<file path="src/rtl/maze_map_ctrl.sv">
// rtl/maze_map_ctrl.sv - 20x15 maze tile map storage with render/query/edit port arbitration
//
// Optional feature macro: MAZE_MAP_EDIT_EN (edit port, w_ack and q/w round-robin).
// Without it the edit inputs are ignored, w_ack stays 0 and queries get every free cycle.
//
// Ports:
//   clk, rst_n          pixel clock, synchronous active-low reset
//   h_count, v_count    VGA timing counters
//   tile_bit            registered map bit of the tile under the current pixel
//   init_done           storage loaded from DEFAULT_MAP
//   q_req, q_x, q_y     collision query; q_ack pulse with q_hit
//   w_req, w_x, w_y,    map edit; w_ack pulse when committed
//   w_val
module maze_map_ctrl #(
    parameter logic [299:0] DEFAULT_MAP = 300'hFFFFF_80001_80001_80001_80001_80001_80001_80001_80001_80001_80001_80001_80001_80001_FFFFF,
    parameter int H_ACT_START = 144,
    parameter int V_ACT_START = 31
) (
    input  logic       clk,
    input  logic       rst_n,
    input  logic [9:0] h_count,
    input  logic [9:0] v_count,
    output logic       tile_bit,
    output logic       init_done,
    input  logic       q_req,
    input  logic [4:0] q_x,
    input  logic [3:0] q_y,
    output logic       q_ack,
    output logic       q_hit,
    input  logic       w_req,
    input  logic [4:0] w_x,
    input  logic [3:0] w_y,
    input  logic       w_val,
    output logic       w_ack
);
`ifdef MAZE_MAP_EDIT_EN
    localparam bit EDIT_EN = 1'b1;
`else
    localparam bit EDIT_EN = 1'b0;
`endif

    localparam int MAP_W = 20;
    localparam int MAP_H = 15;
    localparam int TILES = MAP_W * MAP_H;

    // Fetch two pixels ahead of each tile column: one cycle for the
    // synchronous read, one for the tile_bit register.
    localparam logic [9:0] H_FETCH_FIRST = 10'(H_ACT_START - 2);
    localparam logic [9:0] H_FETCH_LAST  = 10'(H_ACT_START - 2 + 32 * (MAP_W - 1));
    // tile_bit is registered, so the hold window is one pixel ahead of the
    // active area: it is 0 on the first pixel outside.
    localparam logic [9:0] H_KEEP_FIRST  = 10'(H_ACT_START - 1);
    localparam logic [9:0] H_KEEP_LAST   = 10'(H_ACT_START + 32 * MAP_W - 2);
    localparam logic [9:0] V_FIRST       = 10'(V_ACT_START);
    localparam logic [9:0] V_LAST        = 10'(V_ACT_START + 32 * MAP_H - 1);

    typedef enum logic {ST_INIT, ST_RUN} state_t;

    state_t     state, state_n;
    logic [8:0] init_cnt;
    logic       mem [0:TILES-1];
    logic       rd_q;

    logic [8:0] port_addr;
    logic       port_we;
    logic       port_wdata;

    logic       render_rd, render_d1;
    logic       q_rd_d1;
    logic       q_busy, w_busy;
    logic       prio_w;
    logic       grant_q, grant_w;

    logic       v_in_map;
    logic       render_slot;
    logic [3:0] render_row;
    logic [4:0] render_col;
    logic [8:0] render_addr;
    logic       keep_win;

    logic       q_pend, w_pend;
    logic       q_in_range, w_in_range;
    logic [8:0] q_addr, w_addr;

    assign v_in_map    = (v_count >= V_FIRST) && (v_count <= V_LAST);
    assign render_row  = 4'((v_count - V_FIRST) >> 5);
    assign render_col  = 5'((h_count - H_FETCH_FIRST) >> 5);
    assign render_slot = (state == ST_RUN) && v_in_map
                         && (h_count >= H_FETCH_FIRST) && (h_count <= H_FETCH_LAST)
                         && (5'(h_count - H_FETCH_FIRST) == 5'd0);
    assign render_addr = 9'(render_row) * 9'd20 + 9'(render_col);
    assign keep_win    = (state == ST_RUN) && v_in_map
                         && (h_count >= H_KEEP_FIRST) && (h_count <= H_KEEP_LAST);

    assign q_in_range = (q_x < 5'd20) && (q_y < 4'd15);
    assign q_addr     = 9'(q_y) * 9'd20 + 9'(q_x);
    assign w_in_range = (w_x < 5'd20) && (w_y < 4'd15);
    assign w_addr     = 9'(w_y) * 9'd20 + 9'(w_x);

    // A request already granted stays masked until its ack cycle has passed.
    assign q_pend = q_req && !q_busy;
    assign w_pend = EDIT_EN && w_req && !w_busy;

    always_comb begin
        state_n    = state;
        port_addr  = '0;
        port_we    = 1'b0;
        port_wdata = 1'b0;
        render_rd  = 1'b0;
        grant_q    = 1'b0;
        grant_w    = 1'b0;
        case (state)
            ST_INIT: begin
                port_addr  = init_cnt;
                port_we    = 1'b1;
                port_wdata = DEFAULT_MAP[init_cnt];
                if (init_cnt == 9'(TILES - 1)) begin
                    state_n = ST_RUN;
                end
            end
            default: begin
                if (render_slot) begin
                    port_addr = render_addr;
                    render_rd = 1'b1;
                end else begin
                    if (q_pend && (!w_pend || !prio_w)) begin
                        grant_q = 1'b1;
                    end else if (w_pend) begin
                        grant_w = 1'b1;
                    end
                    if (grant_q && q_in_range) begin
                        port_addr = q_addr;
                    end
                    if (grant_w && w_in_range) begin
                        port_addr  = w_addr;
                        port_we    = 1'b1;
                        port_wdata = w_val;
                    end
                end
            end
        endcase
    end

    // Single-port storage, synchronous read; not reset, the loader refills it.
    always_ff @(posedge clk) begin
        if (port_we) begin
            mem[port_addr] <= port_wdata;
        end
        rd_q <= mem[port_addr];
    end

    always_ff @(posedge clk) begin
        if (!rst_n) begin
            state     <= ST_INIT;
            init_cnt  <= '0;
            init_done <= 1'b0;
            render_d1 <= 1'b0;
            q_rd_d1   <= 1'b0;
            q_busy    <= 1'b0;
            w_busy    <= 1'b0;
            prio_w    <= 1'b0;
            tile_bit  <= 1'b0;
            q_ack     <= 1'b0;
            q_hit     <= 1'b0;
            w_ack     <= 1'b0;
        end else begin
            state     <= state_n;
            init_done <= (state_n == ST_RUN);
            if (state == ST_INIT) begin
                init_cnt <= init_cnt + 9'd1;
            end
            render_d1 <= render_rd;
            q_rd_d1   <= grant_q && q_in_range;
            // Out-of-range queries skip the port and report a wall directly.
            q_ack     <= q_rd_d1 || (grant_q && !q_in_range);
            q_hit     <= q_rd_d1 ? rd_q : (grant_q && !q_in_range);
            w_ack     <= grant_w;
            q_busy    <= grant_q || (q_busy && !q_ack);
            w_busy    <= grant_w || (w_busy && !w_ack);
            if (grant_q) begin
                prio_w <= 1'b1;
            end else if (grant_w) begin
                prio_w <= 1'b0;
            end
            if (!keep_win) begin
                tile_bit <= 1'b0;
            end else if (render_d1) begin
                tile_bit <= rd_q;
            end
        end
    end
endmodule

</file>
<file path="config.mk">
export PLATFORM = sky130hd
export DESIGN_NAME = maze_map_ctrl
export DESIGN_NICKNAME = d
export VERILOG_FILES = /design/src/rtl/maze_map_ctrl.sv
export SDC_FILE = /design/constraint.sdc
export NUM_CORES = 1
export LEC_CHECK = 0
export CAP_MARGIN = 15
export CORE_MARGIN = 1
export CORE_UTILIZATION = 55
export DETAILED_ROUTE_END_ITERATION = 10
export PLACE_DENSITY = 0.72
export SLEW_MARGIN = 30
export SYNTH_ARGS = -nofsm -noshare
export SYNTH_HDL_FRONTEND = slang
export SYNTH_SLANG_ARGS = --single-unit
</file>
<file path="constraint.sdc">
create_clock -name clk -period 23.4 [get_ports clk]
set_input_delay 4.68 -clock clk [delete_from_list [all_inputs] [get_ports clk]]
set_output_delay 4.68 -clock clk [all_outputs]
set_load 0.1 [all_outputs]
</file>
==> metrics.txt <==
Resize count post-CTS 0; WL/cell between 20 and 25 um; Mapped Cells ~1500; Slew Viols, Final 0; setup_tns 0 ns; die area 31200 um2; CTS tree built; CTS root buffer clkbuf_16; diode count 0; met1 wire length about 18 mm; die outline width 177 um; CP delay by family, top simple AND/OR/NAND/NOR gates; flops & latches, synth 318; static leakage 5.01 nW; first-pass GRT wire length between 70 and 80 mm; final setup fails 0; Avg Vias per Cell 6.73; Worst-Margin Slew 1.11 ns; post-layout min period 9.75 ns; Arrival @ worst endpoint 9.96 ns; layout cells sized above 1 10.8%; Largest stage delay, worst path 0.80 ns; Antenna Nets Post-Route 0; Highest Signal Layer met4; most frequent cells in the layout nor2_1, edfxtp_1, nand2_1; ys async rst share 0%; Clock power frac between 40% and 50%; Reg2Reg Setup Slack 17.97 ns; Overflow after GRT 0; worst hold start q_rd_d1; Top Ports 48; Post-synth EDFFs 300; reg2reg end rd_q; final instance area 18500 um2; P_int 0.00100 W; FF-to-FF Start state; worst-case clock buffer depth 3; Post-synth top flop edfxtp_1; largest net degree at the start of global routing between 300 and 400; Tot GR Track Use between 30% and 40%; post-CTS setup buffer count 0; CTS Sinks 318; max-cap violations 0; clk_skew 0.0205 ns; path depth of the worst reg2reg path 12; Hold Path End q_hit; fin cells a little under 2000; synthesized area between 15000 and 20000 um2; maximum VDD drop 0.0527 mV; Comb power frac 8.5%; placed cells around 1900; switching share of power 22.6%; Fin. Hold Viols 0; commonest non-fill, non-tap cell in the layout nor2_1; initial antenna violation count 0; H-tree Lvls 2; crit path max-delay cell type nor3_1; Top cell by count, worst path ha_1; total CTS buffers 35; Pwr per Cell Area 69.9 nW/um2; Yosys cell types 91; worst skew pair latency 0.52 ns; hold buffer count at cts 0; Port-buffer cells 35; hpwl dp 28.1 mm; Core Region 29800 um2; Highest Clock Rate 0.103 GHz; CP endpoint kind flop; die height 177 um; final worst-path cycle share 41.7%; # rows 63; RePlAce Congestion about 0.87; WS Path Type in2reg; synth-to-layout area growth 10.7%; Yosys warning count 0; Avg Inst Size Synth 10.8 um2; Crit Path Max Fanout 16; worst hold-check path type reg2reg; Worst Setup Start Kind input port; Worst setup startpoint v_count[1]; Seq. cell area 9370 um2; Buf/Inv on CP 2; initial core utilization 56.2%; DR DRC count 0; CP Cell Sequence clkdlybuf4s50_1, and4_1, a2111oi_0, xnor2_1, inv_1, ha_1, ha_1, fa_1, nand3_1, mux2_2, o221ai_1, a31oi_1, nor3_1, nand2_1, nor2_1; DR pass1 iterations 6; clock transition at the registers of the reported paths approximately 0.060 ns; switching power 0.000293 W; sequential element share of the synthesized area approximately 56%; Final Util 62.2%; initial drt markers 1626; Final #Nets 1600; drt total wl roughly 48 mm; outcome finished, final reports clean; routed wl met2 22.2 mm; Critical Path RT ~24 ns; DP Area 17300 um2; hold path cells 1; post-synthesis net count about 1600; fill count 2393; total vias in the final route about 13000; RSZ-0062 raised after global routing false; Multi-input gate area 6790 um2; met3 wire length ~5.7 mm; slew margin rel. 25.9%; vias in the first global route around 13000; Flop pwr share 47.5%
==> routing by layer <==
| layer | track usage [%] | vias to the layer above |
|---|---|---|
| li1 | - | 5723 |
| met1 | 40.8 | 6446 |
| met2 | 50.0 | 792 |
| met3 | 6.72 | 168 |
| met4 | 13.9 | 0 |
| met5 | 0 | - |
==> cell families (layout without fill, tap and decap cells) <==
logic type               Yosys count  count (layout)  synth area share [%]
adder cells (fa/ha/maj)           20              20                  1.67
XOR/XNOR                          26              26                  1.44
AO/OA/AOI/OAI                    303             303                  13.5
buffers and inverters            135             148                  3.80
AND/OR/NAND/NOR                  661             661                  17.4
other                              1               1                0.0224
flip-flops                       318             318                  55.9
multiplexers                      84              84                  6.25
==> final cells by class <==
type | instances | area share (%)
Timing Repair Buffer | 72 | 3.56
Clock buffer | 40 | 4.82
Tap cell | 390 | 2.63
Sequential cell | 318 | 50.5
Multi-Input combinational cell | 1095 | 36.6
Inverter | 15 | 0.304
Clock inverter | 21 | 1.50
==> state kept, by name, indices dropped and copies added, names as in the netlist, named ones only <==
register,count
mem,300
init_cnt,9
q_ack,1
q_busy,1
q_hit,1
q_rd_d1,1
rd_q,1
render_d1,1
state,1
tile_bit,1
==> worst register-to-register path: cells and delay by family, from the launching register on <==
family / cells / cell delay [ns]
muxes: 1 / 0.63
AOI/OAI and AO/OA: 3 / 0.74
DFF: 1 / 0.67
and+or+nand+nor: 5 / 1.67
buffers and inverters: 3 / 1.53
==> cells in the mapped netlist, types with 18 or more instances <==
library cell,count,share of area (%)
nor2_1,344,7.7
edfxtp_1,300,54
nand2_1,139,3.1
clkbuf_1,64,1.4
a21oi_1,57,1.7
nand3_1,51,1.5
mux2i_1,45,2.7
a211oi_1,38,1.7
o21ai_0,37,1.1
buf_2,33,0.99
and3_1,25,0.93
mux2_2,25,1.7
a31oi_1,21,0.78
nor3_1,21,0.63
a221oi_1,20,1.0
dfxtp_1,18,2.2
==> how the worst max path moves through the flow <==
stage	to	slack, ns	cells after the start
2_1_floorplan	mem[0]	12.60	6
3_3_place_gp	mem[272]	13.41	15
3_5_place_dp	mem[274]	13.24	15
4_1_cts	mem[257]	13.72	15
5_1_grt	mem[275]	13.35	16
6_report	mem[257]	13.65	15
==> metrics by stage <==
stage	total power (W)	hold WS, ns	worst slack [ns]
after global routing	0.00133	0.464	13.35
after global placement	0.000733	0.442	13.41
final	0.00130	0.450	13.65
after floorplan	0.000701	0.419	12.60
after CTS	0.00130	0.459	13.72
after detailed placement	0.000735	0.447	13.24
==> power by group through the flow <==
| stage | clock network (W) | registers (W) | logic (W) |
|---|---|---|---|
| global placement | 0 | 0.000627 | 0.000106 |
| finish | 0.000570 | 0.000615 | 0.000111 |
| CTS | 0.000574 | 0.000615 | 0.000108 |
| global route | 0.000597 | 0.000615 | 0.000118 |
| detailed placement | 0 | 0.000627 | 0.000108 |
| floorplan | 0 | 0.000626 | 0.0000747 |
Power figures use the tool's default switching activity.
